--- src/rtl/axilite_mmio_regs_pkg.sv ---
// Shared constants for the uncore MMIO register block:
// register word indices, AXI response codes and FSM states.
package axilite_mmio_regs_pkg;

  localparam logic [2:0] REG_ID      = 3'd0;
  localparam logic [2:0] REG_SCRATCH = 3'd1;
  localparam logic [2:0] REG_LED     = 3'd2;
  localparam logic [2:0] REG_CYC_LO  = 3'd3;
  localparam logic [2:0] REG_CYC_HI  = 3'd4;
  localparam logic [2:0] REG_ISTAT   = 3'd5;
  localparam logic [2:0] REG_IEN     = 3'd6;

  localparam logic [1:0] RESP_OKAY   = 2'b00;
  localparam logic [1:0] RESP_SLVERR = 2'b10;

  localparam logic [0:0] W_IDLE = 1'b0;
  localparam logic [0:0] W_RESP = 1'b1;
  localparam logic [0:0] R_IDLE = 1'b0;
  localparam logic [0:0] R_RESP = 1'b1;

  function automatic logic [31:0] strb_mask(
    input logic [3:0] strb
  );
    strb_mask = {{8{strb[3]}}, {8{strb[2]}},
                 {8{strb[1]}}, {8{strb[0]}}};
  endfunction

  function automatic logic [31:0] merge_bytes(
    input logic [31:0] old_v,
    input logic [31:0] new_v,
    input logic [3:0]  strb
  );
    logic [31:0] m;
    m = strb_mask(strb);
    merge_bytes = (old_v & ~m) | (new_v & m);
  endfunction

endpackage

--- src/rtl/axilite_mmio_regs_intr.sv ---
// Interrupt capture: rising-edge detect into a W1C status
// register, enable mask and a registered level irq.
module intr_capture
  import axilite_mmio_regs_pkg::*;
#(
  parameter int NUM_INTR = 2
) (
  input  logic                clk,
  input  logic                rst_n,
  input  logic [NUM_INTR-1:0] intr_in,
  input  logic [NUM_INTR-1:0] w1c_mask,
  input  logic                en_we,
  input  logic [NUM_INTR-1:0] en_wdata,
  input  logic [NUM_INTR-1:0] en_wmask,
  output logic [NUM_INTR-1:0] status,
  output logic [NUM_INTR-1:0] enable,
  output logic                irq
);

  logic [NUM_INTR-1:0] intr_d_q;
  logic [NUM_INTR-1:0] status_q, status_d;
  logic [NUM_INTR-1:0] enable_q, enable_d;
  logic                irq_q, irq_d;
  logic [NUM_INTR-1:0] edge_hit;

  always_comb begin
    edge_hit = intr_in & ~intr_d_q;
    // set is applied last so a coincident edge beats the clear
    status_d = (status_q & ~w1c_mask) | edge_hit;
    enable_d = enable_q;
    if (en_we) begin
      enable_d = (enable_q & ~en_wmask)
               | (en_wdata & en_wmask);
    end
    irq_d = |(status_q & enable_q);
  end

  always_ff @(posedge clk or negedge rst_n) begin
    if (!rst_n) begin
      intr_d_q <= '0;
      status_q <= '0;
      enable_q <= '0;
      irq_q    <= 1'b0;
    end else begin
      intr_d_q <= intr_in;
      status_q <= status_d;
      enable_q <= enable_d;
      irq_q    <= irq_d;
    end
  end

  assign status = status_q;
  assign enable = enable_q;
  assign irq    = irq_q;

endmodule

--- src/rtl/axilite_mmio_regs.sv ---
// AXI4-Lite MMIO responder: ID, scratch, LED, 64-bit cycle
// counter with high-word snapshot and interrupt controller.
module axilite_mmio_regs
  import axilite_mmio_regs_pkg::*;
#(
  parameter int          ADDR_WIDTH = 12,
  parameter logic [31:0] ID_VALUE   = 32'h4C56_4E41,
  parameter int          NUM_INTR   = 2
) (
  input  logic                  uncoreclk,
  input  logic                  uncore_rstn,
  input  logic [ADDR_WIDTH-1:0] s_axilite_awaddr,
  input  logic                  s_axilite_awvalid,
  output logic                  s_axilite_awready,
  input  logic [31:0]           s_axilite_wdata,
  input  logic [3:0]            s_axilite_wstrb,
  input  logic                  s_axilite_wvalid,
  output logic                  s_axilite_wready,
  output logic [1:0]            s_axilite_bresp,
  output logic                  s_axilite_bvalid,
  input  logic                  s_axilite_bready,
  input  logic [ADDR_WIDTH-1:0] s_axilite_araddr,
  input  logic                  s_axilite_arvalid,
  output logic                  s_axilite_arready,
  output logic [31:0]           s_axilite_rdata,
  output logic [1:0]            s_axilite_rresp,
  output logic                  s_axilite_rvalid,
  input  logic                  s_axilite_rready,
  input  logic [NUM_INTR-1:0]   intr_in,
  output logic [7:0]            led,
  output logic                  irq
);

  logic clk, rst_n;
  assign clk   = uncoreclk;
  assign rst_n = uncore_rstn;

  // write path state
  logic [0:0]            w_state_q, w_state_d;
  logic                  aw_held_q, aw_held_d;
  logic                  w_held_q, w_held_d;
  logic [ADDR_WIDTH-1:0] awaddr_q, awaddr_d;
  logic [31:0]           wdata_q, wdata_d;
  logic [3:0]            wstrb_q, wstrb_d;
  logic                  awready_q, awready_d;
  logic                  wready_q, wready_d;
  logic                  bvalid_q, bvalid_d;
  logic [1:0]            bresp_q, bresp_d;

  // read path state
  logic [0:0]  r_state_q, r_state_d;
  logic        arready_q, arready_d;
  logic        rvalid_q, rvalid_d;
  logic [31:0] rdata_q, rdata_d;
  logic [1:0]  rresp_q, rresp_d;

  // register file
  logic [31:0] scratch_q, scratch_d;
  logic [7:0]  led_q, led_d;
  logic [63:0] cnt_q, cnt_d;
  logic [31:0] snap_q, snap_d;

  logic [NUM_INTR-1:0] istat, ien;
  logic [NUM_INTR-1:0] w1c_mask;
  logic                en_we;

  logic aw_hs, w_hs, b_hs, ar_hs, r_hs;
  logic aw_now, w_now, commit;

  logic [ADDR_WIDTH-1:0] wr_addr;
  logic [31:0]           wr_data;
  logic [3:0]            wr_strb;
  logic [31:0]           wr_be;
  logic [31:0]           wr_wmask;
  logic [2:0]            wr_idx;
  logic                  wr_hit;

  logic [2:0]  rd_idx;
  logic        rd_hit;
  logic [31:0] rd_data;
  logic [1:0]  rd_resp;
  logic [31:0] istat_w, ien_w;

  assign aw_hs = s_axilite_awvalid & awready_q;
  assign w_hs  = s_axilite_wvalid & wready_q;
  assign b_hs  = bvalid_q & s_axilite_bready;
  assign ar_hs = s_axilite_arvalid & arready_q;
  assign r_hs  = rvalid_q & s_axilite_rready;

  assign aw_now = aw_held_q | aw_hs;
  assign w_now  = w_held_q | w_hs;
  assign commit = (w_state_q == W_IDLE)
                & aw_now & w_now;

  // a same-edge handshake bypasses the capture flops
  always_comb begin
    wr_addr  = aw_hs ? s_axilite_awaddr : awaddr_q;
    wr_data  = w_hs ? s_axilite_wdata : wdata_q;
    wr_strb  = w_hs ? s_axilite_wstrb : wstrb_q;
    wr_be    = strb_mask(wr_strb);
    wr_wmask = wr_data & wr_be;
    wr_idx   = wr_addr[4:2];
    wr_hit   = ~|wr_addr[ADDR_WIDTH-1:5]
             & (wr_addr[4:2] != 3'd7);
  end

  always_comb begin
    w_state_d = w_state_q;
    aw_held_d = aw_held_q;
    w_held_d  = w_held_q;
    awaddr_d  = awaddr_q;
    wdata_d   = wdata_q;
    wstrb_d   = wstrb_q;
    awready_d = awready_q;
    wready_d  = wready_q;
    bvalid_d  = bvalid_q;
    bresp_d   = bresp_q;
    unique case (w_state_q)
      W_IDLE: begin
        if (aw_hs) begin
          aw_held_d = 1'b1;
          awaddr_d  = s_axilite_awaddr;
        end
        if (w_hs) begin
          w_held_d = 1'b1;
          wdata_d  = s_axilite_wdata;
          wstrb_d  = s_axilite_wstrb;
        end
        awready_d = ~aw_now;
        wready_d  = ~w_now;
        if (commit) begin
          w_state_d = W_RESP;
          bvalid_d  = 1'b1;
          bresp_d   = wr_hit ? RESP_OKAY : RESP_SLVERR;
          awready_d = 1'b0;
          wready_d  = 1'b0;
        end
      end
      default: begin
        if (b_hs) begin
          w_state_d = W_IDLE;
          aw_held_d = 1'b0;
          w_held_d  = 1'b0;
          bvalid_d  = 1'b0;
          awready_d = 1'b1;
          wready_d  = 1'b1;
        end
      end
    endcase
  end

  always_comb begin
    scratch_d = scratch_q;
    led_d     = led_q;
    w1c_mask  = '0;
    en_we     = 1'b0;
    if (commit && wr_hit) begin
      unique case (1'b1)
        (wr_idx == REG_SCRATCH):
          scratch_d = merge_bytes(scratch_q, wr_data, wr_strb);
        (wr_idx == REG_LED):
          if (wr_strb[0]) led_d = wr_data[7:0];
        (wr_idx == REG_ISTAT):
          w1c_mask = wr_wmask[NUM_INTR-1:0];
        (wr_idx == REG_IEN):
          en_we = 1'b1;
        default: ;
      endcase
    end
  end

  always_comb begin
    istat_w = '0;
    ien_w   = '0;
    istat_w[NUM_INTR-1:0] = istat;
    ien_w[NUM_INTR-1:0]   = ien;
    rd_idx  = s_axilite_araddr[4:2];
    rd_hit  = ~|s_axilite_araddr[ADDR_WIDTH-1:5]
            & (rd_idx != 3'd7);
    rd_data = '0;
    rd_resp = RESP_SLVERR;
    if (rd_hit) begin
      rd_resp = RESP_OKAY;
      unique case (rd_idx)
        REG_ID:      rd_data = ID_VALUE;
        REG_SCRATCH: rd_data = scratch_q;
        REG_LED:     rd_data = {24'd0, led_q};
        REG_CYC_LO:  rd_data = cnt_q[31:0];
        REG_CYC_HI:  rd_data = snap_q;
        REG_ISTAT:   rd_data = istat_w;
        REG_IEN:     rd_data = ien_w;
        default:     rd_data = '0;
      endcase
    end
  end

  always_comb begin
    r_state_d = r_state_q;
    arready_d = arready_q;
    rvalid_d  = rvalid_q;
    rdata_d   = rdata_q;
    rresp_d   = rresp_q;
    snap_d    = snap_q;
    cnt_d     = cnt_q + 64'd1;
    unique case (r_state_q)
      R_IDLE: begin
        arready_d = 1'b1;
        if (ar_hs) begin
          r_state_d = R_RESP;
          arready_d = 1'b0;
          rvalid_d  = 1'b1;
          rdata_d   = rd_data;
          rresp_d   = rd_resp;
          if (rd_hit && rd_idx == REG_CYC_LO)
            snap_d = cnt_q[63:32];
        end
      end
      default: begin
        if (r_hs) begin
          r_state_d = R_IDLE;
          arready_d = 1'b1;
          rvalid_d  = 1'b0;
        end
      end
    endcase
  end

  always_ff @(posedge clk or negedge rst_n) begin
    if (!rst_n) begin
      w_state_q <= W_IDLE;
      aw_held_q <= 1'b0;
      w_held_q  <= 1'b0;
      awaddr_q  <= '0;
      wdata_q   <= '0;
      wstrb_q   <= '0;
      awready_q <= 1'b0;
      wready_q  <= 1'b0;
      bvalid_q  <= 1'b0;
      bresp_q   <= RESP_OKAY;
      r_state_q <= R_IDLE;
      arready_q <= 1'b0;
      rvalid_q  <= 1'b0;
      rdata_q   <= '0;
      rresp_q   <= RESP_OKAY;
      scratch_q <= '0;
      led_q     <= '0;
      cnt_q     <= '0;
      snap_q    <= '0;
    end else begin
      w_state_q <= w_state_d;
      aw_held_q <= aw_held_d;
      w_held_q  <= w_held_d;
      awaddr_q  <= awaddr_d;
      wdata_q   <= wdata_d;
      wstrb_q   <= wstrb_d;
      awready_q <= awready_d;
      wready_q  <= wready_d;
      bvalid_q  <= bvalid_d;
      bresp_q   <= bresp_d;
      r_state_q <= r_state_d;
      arready_q <= arready_d;
      rvalid_q  <= rvalid_d;
      rdata_q   <= rdata_d;
      rresp_q   <= rresp_d;
      scratch_q <= scratch_d;
      led_q     <= led_d;
      cnt_q     <= cnt_d;
      snap_q    <= snap_d;
    end
  end

  intr_capture #(
    .NUM_INTR (NUM_INTR)
  ) u_intr (
    .clk      (clk),
    .rst_n    (rst_n),
    .intr_in  (intr_in),
    .w1c_mask (w1c_mask),
    .en_we    (en_we),
    .en_wdata (wr_data[NUM_INTR-1:0]),
    .en_wmask (wr_be[NUM_INTR-1:0]),
    .status   (istat),
    .enable   (ien),
    .irq      (irq)
  );

  logic unused_bits;
  assign unused_bits = ^{wr_addr[1:0],
                         s_axilite_araddr[1:0],
                         wr_wmask, wr_be};

  assign s_axilite_awready = awready_q;
  assign s_axilite_wready  = wready_q;
  assign s_axilite_bvalid  = bvalid_q;
  assign s_axilite_bresp   = bresp_q;
  assign s_axilite_arready = arready_q;
  assign s_axilite_rvalid  = rvalid_q;
  assign s_axilite_rdata   = rdata_q;
  assign s_axilite_rresp   = rresp_q;
  assign led               = led_q;

endmodule

--- config.mk ---
export PLATFORM = sky130hd
export DESIGN_NAME = axilite_mmio_regs
export DESIGN_NICKNAME = d
export VERILOG_FILES = /design/src/rtl/axilite_mmio_regs_pkg.sv /design/src/rtl/axilite_mmio_regs_intr.sv /design/src/rtl/axilite_mmio_regs.sv
export SDC_FILE = /design/constraint.sdc
export NUM_CORES = 1
export LEC_CHECK = 0
export ABC_AREA = 1
export BUFFER_PORTS_ARGS = -buffer_cell sky130_fd_sc_hd__buf_2
export CORE_ASPECT_RATIO = 1.1
export CORE_MARGIN = 8
export CORE_UTILIZATION = 50
export DETAILED_ROUTE_END_ITERATION = 6
export PLACE_DENSITY = 0.69
export SYNTH_ARGS = -nofsm -noshare
export SYNTH_HDL_FRONTEND = slang
export SYNTH_SLANG_ARGS = --single-unit
--- constraint.sdc ---
create_clock -name uncoreclk -period 2.26 [get_ports uncoreclk]
set_clock_uncertainty 0.2 [all_clocks]
set_input_delay 0.226 -clock uncoreclk [delete_from_list [all_inputs] [get_ports uncoreclk]]
set_output_delay 0.226 -clock uncoreclk [all_outputs]
set_load 0.03 [all_outputs]
==> impl_metrics.yaml <==
worst_setup_path:
  cp.required_ns: 2.46
  rr_worst_depth: 11
  critPathMaxFanout: 12
  criticalPathCategory: "reg -> reg"
  arrival_ns: 2.33
  r2r_setup_slack_ns: 0.13
  reg2reg_from: "s_axilite_awready"
  worstSetupEndpointType: "flip-flop"
  start_kind: "flip-flop"
clock_network:
  cts.sink_count: 232
  root_buffer: "clkbuf_16"
  htreeDepth: 1
  cts_made_buffers: 25
  clk_latency_ns: 0.53
  clockBufferDepth: 3
  cts_tree: "yes"
  clk_pin_slew_worst_paths_ns: 0.06
logic_synthesis:
  synth_top_area_cell: "dfrtp_1"
  synth.avg_cell_area_um2: 7.99
  yosysWarnings: 0
  yosys_register_bits: 232
  syn-cell-area_mm2: 0.0115
  synth_ff_type: "dfrtp_1"
  syn_inst: 1435
  synth-edff-count: 0
  async_flop_share_pct: 100
  synth_seq_area_share_pct: 50.6
  synth_top_area_share_pct: 50.6
  synth_cell_types: 39
  synth_area_leaders: "dfrtp_1 51%, nand2_1 14%, inv_1 4.9%, nor2_1 4.5%, o21ai_0 4.4%"
power:
  power_mw: 12.3
  seqPwrFrac_pct: 40.2
  p_int_mw: 8.31
  ir_drop_v: 0.00103
  switching_power_mw: 3.97
  p_per_area_mw_per_mm2: 868
  combPwrFrac_pct: 25.3
  p_sw_share_pct: 32.3
  power_frac_clock_pct: 34.5
  power_leakage_nw: 6.90
die:
  fp.dieW_um: 160
  rows: 58
  die_y_um: 175
  core_area_mm2: 0.0227
  initial_core_util_pct: 50.5
  io-pin-count: 119
  die-area_mm2: 0.0280
sta:
  hold_violations: 0
  finalMaxSlewViolations: 0
  timing.fmax_mhz: 469
  min_period_over_period_pct: 94.3
  finalSetupTns_ns: 0
  setup_viol: 0
  slew_headroom_pct: 65.7
  hold_ws_ns: 0.0112
  final.min_clock_period_ns: 2.13
  tightest_slew_ns: 0.514
  rsz0062_at_grt: "false"
global_route:
  grt_max_degree: 84
  antenna_found_initial: 0
  grt_usage_pct: 24.2
  grt_pass1_vias: 10300
  grt_overflow: 0
  grt_pass1_wl_mm: 54.9
final_layout:
  most-common-layout-cells: "411 x nand2_1, 231 x dfrtp_1, 148 x inv_1"
  fin_util_pct: 62.3
  stdcell_count: 1960
  layout-drive-gt1-share_pct: 15.3
  layout.nets: 1711
  fillerInstances: 1955
  syn2layout_area_growth_pct: 23.5
  final_common_cell: "nand2_1"
placed_design:
  gp_congestion: 0.911
  place_inst: 1859
  portBuffers: 112
  dpl.hpwl_mm: 24.7
detailed_routing:
  antenna_left: 0
  initialDrtViolationCount: 638
  drc: 0
  first_pass_iters: 6
  vias_per_cell: 5.28
  routed-via-count: 10400
  wl_mm: 34.1
  routedWlPerCell_um: 17.4
run_status:
  status: "completed"
min_path:
  hold_class: "in -> async"
flow_run:
  maxCapViolations: 0
synth_stat cells, types with 2 or more instances:
cell      instances
a21oi_1          48
a21oi_2           3
a22o_1           13
a31oi_1           5
and2_1            2
buf_1             6
buf_2            16
buf_4             4
buf_6             6
clkbuf_1         23
clkinv_1          2
dfrtp_1         232
inv_1           149
nand2_1         413
nand2_2           4
nand3_1          67
nand3b_1          2
nand4_1          65
nor2_1          138
nor2_4            2
nor3_1           35
nor3_2            2
o211a_1           5
o21a_1           32
o21ai_0         100
o21ai_1           2
xor2_1           47
logic make-up (layout without fill, tap and decap cells):
kind of cell	count (synthesis)	count (layout)	synth area share, %
AND/OR/NAND/NOR	736	739	27.4
flip-flops	232	232	50.6
AO/OA/AOI/OAI	211	211	10.8
buffers and inverters	207	427	7.48
XOR/XNOR	47	47	3.59
adder cells (fa/ha/maj)	1	1	0.109
other	1	3	0.0327
area by class of cell:
type                            count  area (um2)  area share (%)
Clock inverter                     12         138           0.972
Antenna cell                        1        2.50          0.0177
Sequential cell                   232        5810            41.0
Multi-Input combinational cell   1000        4880            34.5
Tap cell                          300         375            2.65
Inverter                          152         571            4.03
Clock buffer                       33         706            4.98
Timing Repair Buffer              230        1680            11.8
metrics by stage:
step                      worst slack, ns  cell area, um2
after floorplan                     0.187           11500
after global placement             -0.439           12700
after detailed placement           -0.521           12700
after CTS                         0.00110           14100
after global routing             0.000645           14200
final                               0.129           14200
power groups by stage:
stage | sequential (mW) | combinational (mW) | clock [mW]
final | 4.94 | 3.11 | 4.24
after global routing | 4.99 | 3.50 | 4.47
after CTS | 4.93 | 3.01 | 4.29
after detailed placement | 5.00 | 2.85 | 0
after global placement | 4.99 | 2.77 | 0
after floorplan | 5.04 | 1.87 | 0
per-layer routing:
metal  track usage (%)  wire (um)
met3              3.34       1590
met1              32.7      15300
met5                 0          0
met4              5.69        582
met2              40.6      16600
worst max-delay path, stage by stage, from the launching register on:
cell and delay (ns):
dfrtp_2 0.45, nand2_4 0.16, inv_2 0.06, nand2_1 0.10, nand2_1 0.07, nor2_1 0.14
nand2_2 0.18, nor2_4 0.17, buf_12 0.14, nand3_2 0.16, nand2_1 0.10, nand2_1 0.05
worst max-delay path by stage:
stage                       from   endpoint  cells after the start
5_1_grt        s_axilite_awready  flip-flop                     11
3_5_place_dp   s_axilite_awready  flip-flop                      9
2_1_floorplan  s_axilite_awready     led[0]                     11
4_1_cts         s_axilite_wready  flip-flop                      8
6_report       s_axilite_awready  flip-flop                     11
3_3_place_gp   s_axilite_awready  flip-flop                      9
timing repair:
item                                    4_1_cts  5_1_grt
resized for setup                             1       13
endpoints found under the setup margin       44       45
endpoints found under the hold margin       317        1
cloned                                        2        1
setup buffers                                 3        1
pin swaps                                     1        1
hold buffers                                 48        1
Power figures use the tool's default switching activity.
